## src/rtl/stream_video_pkg.sv

```systemverilog
// rtl/stream_video_pkg.sv - shared constants, state encoding and LFSR helper for the video TPG
package stream_video_pkg;

    localparam logic [2:0] PAT_SOLID   = 3'd0;
    localparam logic [2:0] PAT_RAMP    = 3'd1;
    localparam logic [2:0] PAT_BARS    = 3'd2;
    localparam logic [2:0] PAT_CHECKER = 3'd3;
    localparam logic [2:0] PAT_NOISE   = 3'd4;

    localparam logic [23:0] COLOR_WHITE   = 24'hFFFFFF;
    localparam logic [23:0] COLOR_YELLOW  = 24'hFFFF00;
    localparam logic [23:0] COLOR_CYAN    = 24'h00FFFF;
    localparam logic [23:0] COLOR_GREEN   = 24'h00FF00;
    localparam logic [23:0] COLOR_MAGENTA = 24'hFF00FF;
    localparam logic [23:0] COLOR_RED     = 24'hFF0000;
    localparam logic [23:0] COLOR_BLUE    = 24'h0000FF;
    localparam logic [23:0] COLOR_BLACK   = 24'h000000;

    typedef enum logic [1:0] {
        ST_IDLE      = 2'd0,
        ST_ACTIVE    = 2'd1,
        ST_LINE_GAP  = 2'd2,
        ST_FRAME_GAP = 2'd3
    } tpg_state_t;

    // x^24+x^23+x^22+x^17+1 -> state bits 23,22,21,16
    localparam logic [23:0] LFSR_SEED = 24'h000001;
    localparam logic [23:0] LFSR_TAPS = 24'hE10000;

    function automatic logic [23:0] lfsr_step(input logic [23:0] s);
        return {s[22:0], ^(s & LFSR_TAPS)};
    endfunction

    function automatic logic [23:0] bar_color(input logic [2:0] idx);
        case (idx)
            3'd0:    return COLOR_WHITE;
            3'd1:    return COLOR_YELLOW;
            3'd2:    return COLOR_CYAN;
            3'd3:    return COLOR_GREEN;
            3'd4:    return COLOR_MAGENTA;
            3'd5:    return COLOR_RED;
            3'd6:    return COLOR_BLUE;
            default: return COLOR_BLACK;
        endcase
    endfunction

endpackage

```

## src/rtl/stream_video_lfsr.sv

```systemverilog
// rtl/stream_video_lfsr.sv - 24-bit Fibonacci LFSR for the noise pattern
module stream_video_lfsr
    import stream_video_pkg::*;
(
    input  logic        clk,
    input  logic        reset,
    input  logic        advance,
    output logic [23:0] state
);

    always_ff @(posedge clk) begin
        if (!reset) begin
            state <= LFSR_SEED;
        end else if (advance) begin
            state <= lfsr_step(state);
        end
    end

endmodule

```

## src/rtl/stream_video_tpg.sv

```systemverilog
// rtl/stream_video_tpg.sv - AXI4-Stream video test-pattern generator (noise pattern under STREAM_VIDEO_TPG_NOISE_EN)
module stream_video_tpg
    import stream_video_pkg::*;
#(
    parameter int IMG_WIDTH  = 16,
    parameter int IMG_HEIGHT = 8,
    parameter int LINE_GAP   = 0,
    parameter int FRAME_GAP  = 4,
    parameter int CHK_SHIFT  = 2,
    parameter int CNT_W      = 12
) (
    input  logic        clk,
    input  logic        reset,
    input  logic        enable,
    input  logic [2:0]  pattern_sel,
    input  logic [23:0] solid_color,
    output logic [23:0] m_axis_video_tdata,
    output logic        m_axis_video_tvalid,
    input  logic        m_axis_video_tready,
    output logic        m_axis_video_tuser,
    output logic        m_axis_video_tlast,
    output logic [15:0] frame_cnt,
    output logic        busy
);

    localparam int GAP_W = 16;
    localparam int BAR_W = (IMG_WIDTH / 8 < 1) ? 1 : IMG_WIDTH / 8;
    localparam logic [CNT_W-1:0] X_LAST   = CNT_W'(IMG_WIDTH - 1);
    localparam logic [CNT_W-1:0] Y_LAST   = CNT_W'(IMG_HEIGHT - 1);
    localparam logic [CNT_W-1:0] BAR_LAST = CNT_W'(BAR_W - 1);

    tpg_state_t state, next_state;

    logic [CNT_W-1:0] x, y, nx, ny;
    logic [CNT_W-1:0] bar_pix, bar_pix_n;
    logic [2:0]       bar_idx, bar_idx_n;
    logic [GAP_W-1:0] gap_cnt;
    logic [2:0]       pat_q, pat_n;
    logic [23:0]      color_q, color_n;
    logic [23:0]      pixel, noise_pixel;
    logic             xfer, line_end, frame_end, gap_done;
    logic             load_pixel, start_frame;

    assign xfer      = m_axis_video_tvalid && m_axis_video_tready;
    assign line_end  = xfer && (x == X_LAST);
    assign frame_end = line_end && (y == Y_LAST);
    assign gap_done  = (gap_cnt == GAP_W'(1));

    always_ff @(posedge clk) begin
        if (!reset) begin
            state <= ST_IDLE;
        end else begin
            state <= next_state;
        end
    end

    always_comb begin
        next_state = state;
        case (state)
            ST_IDLE: begin
                if (enable) next_state = ST_ACTIVE;
            end
            ST_ACTIVE: begin
                if (frame_end) begin
                    if (FRAME_GAP != 0)  next_state = ST_FRAME_GAP;
                    else if (!enable)    next_state = ST_IDLE;
                end else if (line_end && LINE_GAP != 0) begin
                    next_state = ST_LINE_GAP;
                end
            end
            ST_LINE_GAP: begin
                if (gap_done) next_state = ST_ACTIVE;
            end
            ST_FRAME_GAP: begin
                if (gap_done) next_state = enable ? ST_ACTIVE : ST_IDLE;
            end
            default: next_state = ST_IDLE;
        endcase
    end

    // Next-pixel computation: the output registers always hold the pixel at (x, y).
    always_comb begin
        start_frame = 1'b0;
        load_pixel  = 1'b0;
        nx          = x;
        ny          = y;
        pat_n       = pat_q;
        color_n     = color_q;
        bar_idx_n   = bar_idx;
        bar_pix_n   = bar_pix;
        pixel       = COLOR_BLACK;

        if (next_state == ST_ACTIVE) begin
            load_pixel  = (state != ST_ACTIVE) || xfer;
            start_frame = (state == ST_IDLE) || (state == ST_FRAME_GAP) || frame_end;
        end

        if (start_frame) begin
            nx      = '0;
            ny      = '0;
            pat_n   = pattern_sel;
            color_n = solid_color;
        end else if (xfer) begin
            if (x == X_LAST) begin
                nx = '0;
                ny = (y == Y_LAST) ? '0 : y + 1'b1;
            end else begin
                nx = x + 1'b1;
            end
        end

        // Bar index tracks pixels within the current bar instead of dividing x.
        if (nx == '0) begin
            bar_idx_n = 3'd0;
            bar_pix_n = '0;
        end else if (bar_pix == BAR_LAST) begin
            bar_pix_n = '0;
            bar_idx_n = (bar_idx == 3'd7) ? 3'd7 : bar_idx + 3'd1;
        end else begin
            bar_pix_n = bar_pix + 1'b1;
        end

        case (pat_n)
            PAT_SOLID:   pixel = color_n;
            PAT_RAMP:    pixel = {nx[7:0], nx[7:0], nx[7:0]};
            PAT_BARS:    pixel = bar_color(bar_idx_n);
            PAT_CHECKER: pixel = (nx[CHK_SHIFT] ^ ny[CHK_SHIFT]) ? COLOR_WHITE : COLOR_BLACK;
            PAT_NOISE:   pixel = noise_pixel;
            default:     pixel = color_n;
        endcase
    end

`ifdef STREAM_VIDEO_TPG_NOISE_EN
    logic        noise_adv;
    logic [23:0] noise_state;

    assign noise_adv = xfer && (pat_q == PAT_NOISE);

    stream_video_lfsr u_lfsr (
        .clk     (clk),
        .reset   (reset),
        .advance (noise_adv),
        .state   (noise_state)
    );

    // The pixel following a noise transfer must already show the advanced state.
    assign noise_pixel = noise_adv ? lfsr_step(noise_state) : noise_state;
`else
    assign noise_pixel = color_n;
`endif

    always_ff @(posedge clk) begin
        if (!reset) begin
            x                   <= '0;
            y                   <= '0;
            bar_idx             <= 3'd0;
            bar_pix             <= '0;
            gap_cnt             <= '0;
            pat_q               <= PAT_SOLID;
            color_q             <= '0;
            frame_cnt           <= '0;
            busy                <= 1'b0;
            m_axis_video_tdata  <= '0;
            m_axis_video_tvalid <= 1'b0;
            m_axis_video_tuser  <= 1'b0;
            m_axis_video_tlast  <= 1'b0;
        end else begin
            x    <= nx;
            y    <= ny;
            busy <= (next_state != ST_IDLE);
            if (frame_end) frame_cnt <= frame_cnt + 16'd1;
            if (start_frame) begin
                pat_q   <= pat_n;
                color_q <= color_n;
            end

            if (state == ST_ACTIVE && next_state == ST_LINE_GAP) begin
                gap_cnt <= GAP_W'(LINE_GAP);
            end else if (state == ST_ACTIVE && next_state == ST_FRAME_GAP) begin
                gap_cnt <= GAP_W'(FRAME_GAP);
            end else if (gap_cnt != '0) begin
                gap_cnt <= gap_cnt - 1'b1;
            end

            if (load_pixel) begin
                m_axis_video_tvalid <= 1'b1;
                m_axis_video_tdata  <= pixel;
                m_axis_video_tuser  <= start_frame;
                m_axis_video_tlast  <= (nx == X_LAST);
                bar_idx             <= bar_idx_n;
                bar_pix             <= bar_pix_n;
            end else if (xfer) begin
                m_axis_video_tvalid <= 1'b0;
                m_axis_video_tuser  <= 1'b0;
                m_axis_video_tlast  <= 1'b0;
            end
        end
    end

endmodule

```

## config.mk

```make
export PLATFORM = sky130hd
export DESIGN_NAME = stream_video_tpg
export DESIGN_NICKNAME = d
export VERILOG_FILES = /design/src/rtl/stream_video_pkg.sv /design/src/rtl/stream_video_lfsr.sv /design/src/rtl/stream_video_tpg.sv
export SDC_FILE = /design/constraint.sdc
export NUM_CORES = 1
export LEC_CHECK = 0
export BUFFER_PORTS_ARGS = -buffer_cell sky130_fd_sc_hd__buf_2
export CORE_MARGIN = 2
export CORE_UTILIZATION = 55
export DETAILED_ROUTE_END_ITERATION = 7
export PLACE_DENSITY_LB_ADDON = 0.1
export SETUP_SLACK_MARGIN = 0.3
export SYNTH_ARGS = -nofsm -noshare
export SYNTH_HDL_FRONTEND = slang
export SYNTH_SLANG_ARGS = --single-unit
```

## constraint.sdc

```tcl
create_clock -name clk -period 6.2 [get_ports clk]
set_input_delay 0.62 -clock clk [delete_from_list [all_inputs] [get_ports clk]]
set_output_delay 0.62 -clock clk [all_outputs]
set_load 0.05 [all_outputs]
```

==> impl_metrics.py, run 1 <==
metrics = {
    "outcome": {
        "status": "completed",
    },
    "timing": {
        "report.final.hold_viol_count": 0,
        "finalCritPeriodShare": 0.582,
        "rsz0062_at_grt": "false",
        "worst_pin_slew_ps": 848,
        "fin_setup_tns_ps": 0,
        "worst_slack_ps": 2590,
        "finalClockSkew_ps": 10.7,
        "fmaxAchievable_ghz": 0.277,
        "period_minus_slack_ps": 3610,
        "drv_slew": 0,
        "holdWs_ps": 338,
        "slew_headroom": 0.433,
        "setup_viol": 0,
    },
    "setup_path": {
        "critPathCapture": "m_axis_video_tdata[7]$_SDFFE_PN0P_",
        "cp_top_family": "simple AND/OR/NAND/NOR gates",
        "required_ps": 6640,
        "crit_path_cell_trace": "ha_1 > and3_1 > nand4_2 > o21ai_1 > and4_4 > mux2i_2 > a21oi_1 > a221oi_1",
        "critPathBufInv": 0,
        "crit_slowest_cell": "and4_4",
        "startpoint": "x[0]$_SDFF_PN0_",
        "criticalPathCategory": "reg -> reg",
        "crit_fanout": 35,
        "r2r-end": "m_axis_video_tdata[7]$_SDFFE_PN0P_",
        "reg2reg_from": "x[0]$_SDFF_PN0_",
        "cp-end-kind": "flop",
        "path_depth": 8,
        "critPathMaxStageDelay_ps": 720,
        "reg2reg_slack_ps": 2590,
        "reg2regPathDepth": 8,
        "critPathLaunchType": "flop",
        "crit_arrival_ps": 4040,
    },
    "layout": {
        "fin_cells": 935,
        "final_nets": 826,
        "diodes": 0,
        "nFillCells": 928,
        "area_growth_pct": 16.9,
        "drive_gt1_frac": 0.169,
        "fin_area_um2": 7210,
        "final_core_util": 0.662,
    },
    "logic_synthesis": {
        "yosysTopAreaCell": "dfxtp_1",
        "ys_seq_elements": 128,
        "syn_avg_cell_area_um2": 8.57,
        "yosys_warnings": 0,
        "yosysUniqueCellTypes": 60,
        "synth.most_common_cell": "dfxtp_1",
        "synth_edf_count": 0,
        "ys_top_cells_by_count": "dfxtp_1 (128), nor2_1 (103), nand2_1 (60)",
        "ys_async_sr_fraction": 0,
        "ys.flop_type": "dfxtp_1",
        "postSynthCellCount": 720,
        "netlist.area_leader.share": 0.415,
        "synth_area_um2": 6170,
        "seq_area_frac_synth": 0.415,
        "syn-num-nets": 764,
        "synth.area.top_cells": "dfxtp_1 (42%), nor2_1 (6.3%), mux2i_1 (4.4%)",
    },
    "power_and_ir_drop": {
        "power.density_nw_per_um2": 429,
        "p_leak_nw": 2.80,
        "ir_drop_uv": 354,
        "power_mw": 3.10,
    },
    "routing": {
        "vias": 5537,
        "drt_pass1_iterations": 5,
        "ant_nets": 0,
        "wl_mm": 15.0,
        "drt_iter0_markers": 400,
        "wl_per_cell_um": 16.1,
        "drc": 0,
        "vias_per_cell": 5.92,
    },
    "global_route": {
        "first_global_vias": 5197,
        "grt_overflow_total": 0,
        "track_usage": 0.263,
        "grt_max_degree": 38,
        "antenna_found_initial": 0,
        "grt_pass1_wl_mm": 24.6,
    },
    "placement": {
        "gp_congestion": 0.918,
        "dpl_worst_slack_ps": 2580,
        "placed_area_um2": 6600,
        "io_buffers": 74,
        "dp.cells": 903,
        "dp_hpwl_mm": 10.2,
    },
    "cts": {
        "ctsHoldBuffers": 0,
        "clk_pin_slew_worst_paths_ps": 60,
        "postCtsResizedCells": 0,
        "cts_buffer_depth": 2,
        "cts_max_level": 4,
        "cts_root_buf": "clkbuf_8",
        "cts-buffers-inserted": 17,
        "clkLatencyLatePin_ps": 550,
        "cts_setup_buffers": 0,
        "cts.sinks": 128,
        "cts_tree": "done",
    },
    "hold_path": {
        "hold_depth": 3,
        "min_path_type": "in -> reg",
    },
    "floorplan": {
        "start_util": 0.567,
        "die_w_um": 110,
        "rows": 38,
        "ioPinCount": 75,
        "die_area_um2": 12100,
        "die_y_um": 110,
        "core_um2": 10900,
    },
    "run": {
        "max_cap_violations": 0,
    },
}
==> final cells by class <==
class,instances,area (um^2),share of cell area
inverters,14,52.6,0.00729
flip-flops and latches,128,2560,0.355
multi-input cells,540,3390,0.470
well taps,140,175,0.0243
clock buffers,18,428,0.0593
clock inverters,14,181,0.0252
repair buffers,81,423,0.0587
==> per-layer routing <==
| layer | part of all wire | wire length [um] | GRT usage | vias to the layer above |
|---|---|---|---|---|
| met4 | 0.013 | 200 | 0.0832 | 0 |
| li1 | - | - | - | 2736 |
| met2 | 0.47 | 7070 | 0.422 | 169 |
| met3 | 0.067 | 1000 | 0.0960 | 19 |
| met1 | 0.45 | 6780 | 0.329 | 2613 |
| met5 | 0 | 0 | 0 | - |
==> cell families (layout without fill, tap and decap cells) <==
logic type               count (synthesis)  in the layout  share of synthesized area
AND/OR/NAND/NOR                        318            318                      0.263
buffers and inverters                   52            127                     0.0363
adder cells (fa/ha/maj)                 13             13                     0.0264
XOR/XNOR                                45             45                     0.0639
multiplexers                            30             30                     0.0515
flip-flops                             128            128                      0.415
AO/OA/AOI/OAI                          134            134                      0.144
==> layout by cell type, fill, tap and decap left out, types with 16 or more instances in the layout <==
| cell | count |
|---|---|
| mux2i_1 | 27 |
| a221oi_1 | 23 |
| nand2_1 | 60 |
| xnor2_1 | 27 |
| xor2_1 | 18 |
| clkbuf_16 | 16 |
| nand4_1 | 29 |
| buf_2 | 74 |
| dfxtp_1 | 128 |
| nor3_1 | 17 |
| nand3_1 | 31 |
| o21ai_0 | 38 |
| a21oi_1 | 34 |
| nor2_1 | 103 |
==> sequential cells by signal, indices dropped and copies added (netlist names) <==
| signal | cells |
|---|---|
| bar_idx | 3 |
| state | 2 |
| bar_pix | 12 |
| gap_cnt | 16 |
| m_axis_video_tdata | 24 |
| frame_cnt | 16 |
| m_axis_video_tlast | 1 |
| m_axis_video_tuser | 1 |
| x | 12 |
| busy | 1 |
| pat_q | 3 |
| m_axis_video_tvalid | 1 |
| color_q | 24 |
| y | 12 |
==> tightest hold or removal path, cell delays in order <==
cell and delay, ps:
buf_2 70, mux2i_1 70, nor2_1 80
==> power by group <==
group          total (mW)  switching [mW]  internal, mW
clock network        1.02           0.393         0.629
logic                1.01           0.699         0.316
registers            1.06          0.0965         0.961
==> worst min path at each step <==
stage                          startpoint                       end  slack [ps]
floorplan           pat_q[1]$_SDFFE_PN0N_     pat_q[1]$_SDFFE_PN0N_         430
global placement    pat_q[1]$_SDFFE_PN0N_     pat_q[1]$_SDFFE_PN0N_         450
detailed placement  pat_q[1]$_SDFFE_PN0N_     pat_q[1]$_SDFFE_PN0N_         460
CTS                       solid_color[23]  color_q[23]$_SDFFE_PN0N_         320
global route               pattern_sel[1]     pat_q[1]$_SDFFE_PN0N_         310
finish                    solid_color[23]  color_q[23]$_SDFFE_PN0N_         340
No activity file was read; power rests on OpenSTA's default activity.
==> inputs of run 2 (changes only) <==
Settings changed: CORE_UTILIZATION 55 to 53.
Clock period 6.2 ns to 3.1 ns, I/O delays scaled along.
==> run 2 against run 1 <==
Compared with the run above:
- routed wire length rose by 8.0%
- largest power group is now combinational logic
- via count rose by 4.6%
- clock power rose by 120%
- sequential power rose by 100%
- critical endpoint is now m_axis_video_tdata[10]$_SDFFE_PN0P_
- sequential share of layout area fell by 1.9 points
==> impl_metrics.py, run 2 (synthesis gave the netlist of run 1 again) <==
metrics = {
    "cts": {
        "cts_tree": "done",
        "clkLatencyLatePin_ps": 430,
        "cts_max_level": 4,
        "clk_pin_slew_worst_paths_ps": 60,
        "cts.sinks": 128,
        "cts_buffer_depth": 2,
        "cts-buffers-inserted": 17,
        "cts_root_buf": "clkbuf_16",
    },
    "timing": {
        "rsz0062_at_grt": "false",
        "drv_slew": 0,
        "slew_headroom": 0.550,
        "finalCritPeriodShare": 0.879,
        "finalClockSkew_ps": 12.4,
        "worst_pin_slew_ps": 675,
        "fin_setup_tns_ps": 0,
        "fmaxAchievable_ghz": 0.367,
        "period_minus_slack_ps": 2730,
        "setup_viol": 0,
        "report.final.hold_viol_count": 0,
    },
    "setup_path": {
        "crit_arrival_ps": 3060,
        "cp-end-kind": "flop",
        "required_ps": 3430,
        "criticalPathCategory": "reg -> reg",
        "cp_top_family": "simple AND/OR/NAND/NOR gates",
        "crit_path_cell_trace": "nand4_1 > buf_4 > nor3_2 > mux2_2 > o31ai_1 > and4_4 > o31ai_4 > buf_12 > a221oi_1",
        "critPathLaunchType": "flop",
        "critPathMaxStageDelay_ps": 440,
        "crit_fanout": 8,
        "critPathBufInv": 2,
        "crit_slowest_cell": "dfxtp_1",
    },
    "routing": {
        "drt_iter0_markers": 499,
        "wl_mm": 16.3,
        "wl_per_cell_um": 16.8,
        "drc": 0,
        "vias_per_cell": 6.00,
        "vias": 5793,
        "ant_nets": 0,
        "drt_pass1_iterations": 4,
    },
    "floorplan": {
        "die_y_um": 112,
        "die_w_um": 112,
        "die_area_um2": 12500,
        "rows": 39,
        "ioPinCount": 75,
        "start_util": 0.543,
        "core_um2": 11400,
    },
    "power_and_ir_drop": {
        "power.internal_mw": 4.18,
        "seqPwrFrac": 0.321,
        "power_frac_comb": 0.346,
        "p_leak_nw": 2.99,
        "p_sw_frac": 0.371,
        "power.density_nw_per_um2": 869,
        "p_sw_mw": 2.46,
        "ir_drop_uv": 602,
        "p_clk_frac": 0.333,
    },
    "global_route": {
        "grt_max_degree": 63,
        "track_usage": 0.263,
        "grt_pass1_wl_mm": 26.6,
        "first_global_vias": 5507,
        "antenna_found_initial": 0,
        "grt_overflow_total": 0,
    },
    "run": {
        "max_cap_violations": 0,
    },
    "layout": {
        "drive_gt1_frac": 0.224,
        "diodes": 0,
        "final_cell_mix": "dfxtp_1 (123), nor2_1 (103), buf_2 (74)",
        "area_growth_pct": 23.9,
        "final_nets": 854,
        "final_core_util": 0.672,
        "mostFrequentLayoutCell": "dfxtp_1",
        "largest_registers": "color_q (24), m_axis_video_tdata (24)",
    },
    "outcome": {
        "status": "completed",
    },
    "placement": {
        "dp_hpwl_mm": 10.8,
        "io_buffers": 74,
        "gp_congestion": 0.967,
    },
    "hold_path": {
        "min_path_type": "in -> reg",
    },
}
-- run 2: path summary, 6_finish.rpt --
| path | cells past startpoint | to | startpoint | slack (ps) |
|---|---|---|---|---|
| max | 9 | m_axis_video_tdata[10]$_SDFFE_PN0P_ | x[1]$_SDFF_PN0_ | 370 |
| min | 3 | color_q[20]$_SDFFE_PN0N_ | solid_color[20] | 140 |
| max reg2reg | 9 | m_axis_video_tdata[10]$_SDFFE_PN0P_ | x[1]$_SDFF_PN0_ | 370 |
| min reg2reg | 2 | pat_q[1]$_SDFFE_PN0N_ | pat_q[1]$_SDFFE_PN0N_ | 470 |
-- run 2: per-stage QoR --
| stage | cell area (um^2) | hold slack [ps] | std cells | power (mW) | setup WS [ps] |
|---|---|---|---|---|---|
| 3_3_place_gp | 6700 | 443 | 917 | 4.18 | 286 |
| 6_report | 7640 | 142 | 966 | 6.64 | 374 |
| 2_1_floorplan | 6170 | 432 | 720 | 3.71 | 494 |
| 3_5_place_dp | 6700 | 459 | 917 | 4.22 | 81.6 |
| 5_1_grt | 7640 | 159 | 966 | 6.97 | 246 |
| 4_1_cts | 7450 | 142 | 957 | 6.53 | 265 |
-- run 2: area by class of cell --
cell class	instances	area [um^2]
clock buffer	21	480
fill	927	3720
multi-input combinational	540	3510
sequential	128	2570
tap	143	179
inverter	14	52.6
timing repair buffer	109	678
clock inverter	11	175
-- run 2: power by group through the flow --
stage | combinational (mW) | sequential (mW) | clock [mW]
4_1_cts | 2.18 | 2.12 | 2.23
5_1_grt | 2.49 | 2.16 | 2.32
2_1_floorplan | 1.18 | 2.53 | 0
3_3_place_gp | 2.04 | 2.14 | 0
6_report | 2.30 | 2.13 | 2.21
3_5_place_dp | 2.08 | 2.14 | 0
-- run 2: metal layers --
| layer | up-vias | track usage | wire length (um) |
|---|---|---|---|
| li1 | 2779 | - | - |
| met1 | 2748 | 0.335 | 7100 |
| met2 | 226 | 0.419 | 7640 |
| met3 | 40 | 0.0697 | 1080 |
| met4 | 0 | 0.116 | 442 |
| met5 | - | 0 | 0 |
-- run 2: worst reg2reg max path: cells and delay by family (launching register included) --
kind                   cells  cell delay [ps]
AND/OR/NAND/NOR            3              800
AO/OA/AOI/OAI              3              700
buffers and inverters      2              340
flip-flops                 1              440
multiplexers               1              370
-- run 2: repair_timing --
item / CTS / global route
gates resized for setup: 5 / 27
buffers inserted: 8 / 9
hold buffers: 0 / 0
endpoints found under the setup margin: 27 / 79
pin swaps: 2 / 9
==> inputs of run 3 (changes only) <==
Settings changed: CAP_MARGIN set to 20, GPL_TIMING_DRIVEN set to 0.
==> run 3 against run 2 <==
Compared with the run above:
- clock power down 4%
- non-clock buffer count is 23 higher
- via count increased by 1.2%
- final cell count grew 2.4%
- sequential power is essentially flat
- combinational power is 2% higher
- flip-flop and latch count unchanged
- cell area rose by 1.9%
- worst setup slack improved by 29 ps
==> impl_metrics.py, run 3 (synthesis gave the netlist of run 1 again) <==
metrics = {
    "layout": {
        "area_growth_pct": 26.2,
        "mostFrequentLayoutCell": "dfxtp_1",
        "largest_registers": "color_q (24), m_axis_video_tdata (24)",
        "final_nets": 877,
        "diodes": 0,
        "drive_gt1_frac": 0.234,
        "fin_cells": 989,
        "final_cell_mix": "dfxtp_1 (123), nor2_1 (103), buf_2 (84)",
    },
    "global_route": {
        "first_global_vias": 5482,
        "track_usage": 0.259,
        "grt_overflow_total": 0,
        "grt_max_degree": 17,
        "grt_pass1_wl_mm": 26.5,
        "antenna_found_initial": 2,
    },
    "routing": {
        "vias": 5863,
        "wl_per_cell_um": 16.7,
        "drt_iter0_markers": 459,
        "drt_pass1_iterations": 5,
        "drc": 0,
        "ant_nets": 0,
        "wl_mm": 16.5,
        "vias_per_cell": 5.93,
    },
    "cts": {
        "cts-buffers-inserted": 17,
        "clk_pin_slew_worst_paths_ps": 60,
        "ctsHoldBuffers": 0,
        "cts_max_level": 4,
        "cts_root_buf": "clkbuf_16",
        "clkLatencyLatePin_ps": 430,
        "cts_tree": "done",
        "cts.sinks": 128,
        "cts_buffer_depth": 2,
    },
    "timing": {
        "report.final.hold_viol_count": 0,
        "slew_headroom": 0.633,
        "rsz0062_at_grt": "true",
        "fmaxAchievable_ghz": 0.371,
        "period_minus_slack_ps": 2700,
        "finalClockSkew_ps": 9.93,
        "setup_viol": 0,
        "drv_slew": 0,
        "worst_pin_slew_ps": 549,
        "holdWs_ps": 138,
        "finalCritPeriodShare": 0.870,
    },
    "hold_path": {
        "min_path_type": "in -> reg",
    },
    "run": {
        "max_cap_violations": 0,
    },
    "power_and_ir_drop": {
        "power.density_nw_per_um2": 845,
        "p_leak_nw": 3.02,
        "power_mw": 6.58,
        "ir_drop_uv": 629,
    },
    "setup_path": {
        "cp-end-kind": "flop",
        "crit_fanout": 8,
        "required_ps": 3430,
        "crit_arrival_ps": 3020,
        "criticalPathCategory": "reg -> reg",
        "critPathLaunchType": "flop",
    },
    "floorplan": {
        "rows": 39,
        "die_y_um": 112,
        "die_area_um2": 12500,
        "die_w_um": 112,
        "ioPinCount": 75,
        "core_um2": 11400,
        "start_util": 0.543,
    },
    "outcome": {
        "status": "completed",
    },
    "placement": {
        "io_buffers": 74,
        "dp.cells": 937,
        "dp_hpwl_mm": 11.2,
        "gp_congestion": 0.887,
    },
}
[run 3: per-stage QoR]
| step | instance area, um^2 | setup slack (ps) | utilization | TNS (ps) |
|---|---|---|---|---|
| floorplan | 6170 | 494 | - | 0 |
| global placement | 6720 | -28.6 | 0.591 | -168 |
| detailed placement | 6720 | -27.7 | 0.591 | -328 |
| CTS | 7520 | 315 | 0.662 | 0 |
| global route | 7790 | 256 | 0.685 | 0 |
| finish | 7790 | 402 | 0.685 | 0 |
[run 3: path summary, 6_finish.rpt]
kind | end | cells after the start | from | slack [ps]
setup / recovery | m_axis_video_tdata[10]$_SDFFE_PN0P_ | 11 | state[0]$_SDFF_PN0_ | 400
hold / removal | pat_q[0]$_SDFFE_PN0N_ | 3 | pattern_sel[0] | 140
setup reg to reg | m_axis_video_tdata[10]$_SDFFE_PN0P_ | 11 | state[0]$_SDFF_PN0_ | 400
hold reg to reg | y[1]$_SDFFE_PP0P_ | 2 | y[1]$_SDFFE_PP0P_ | 480
[run 3: final cells by class]
type,instances,area (um^2)
clock inverters,10,150
plain buffers,38,193
inverters,14,52.6
well taps,143,179
flip-flops and latches,128,2580
clock buffers,22,484
multi-input cells,540,3620
fillers,894,3580
repair buffers,94,537
[run 3: power breakdown]
group          total [mW]  switching, mW  internal, mW
logic                2.35           1.56         0.792
registers            2.11          0.189          1.92
clock network        2.12          0.761          1.36
total                6.58           2.51          4.07
[run 3: worst max-delay path, stage by stage, from the launching register on]
cell      delay (ps)
dfxtp_4          370
inv_1             60
ha_2             210
nand2b_4         160
a222oi_1         490
mux2i_4          160
and4_4           180
buf_6            150
mux2i_4          270
o31ai_4          130
buf_12           160
a221oi_1         260
[run 3: routing by layer]
layer	global-route usage	vias up	routed length, um
met5	0	-	0
met4	0.0914	0	327
met3	0.0784	32	1170
met2	0.402	232	7630
met1	0.344	2772	7340
li1	-	2827	-
[run 3: timing repair]
action | 4_1_cts | 5_1_grt
endpoints found under the setup margin | 107 | 83
cloned | 0 | 0
gates resized for setup | 22 | 43
pin swaps | 6 | 10
setup buffers | 8 | 12
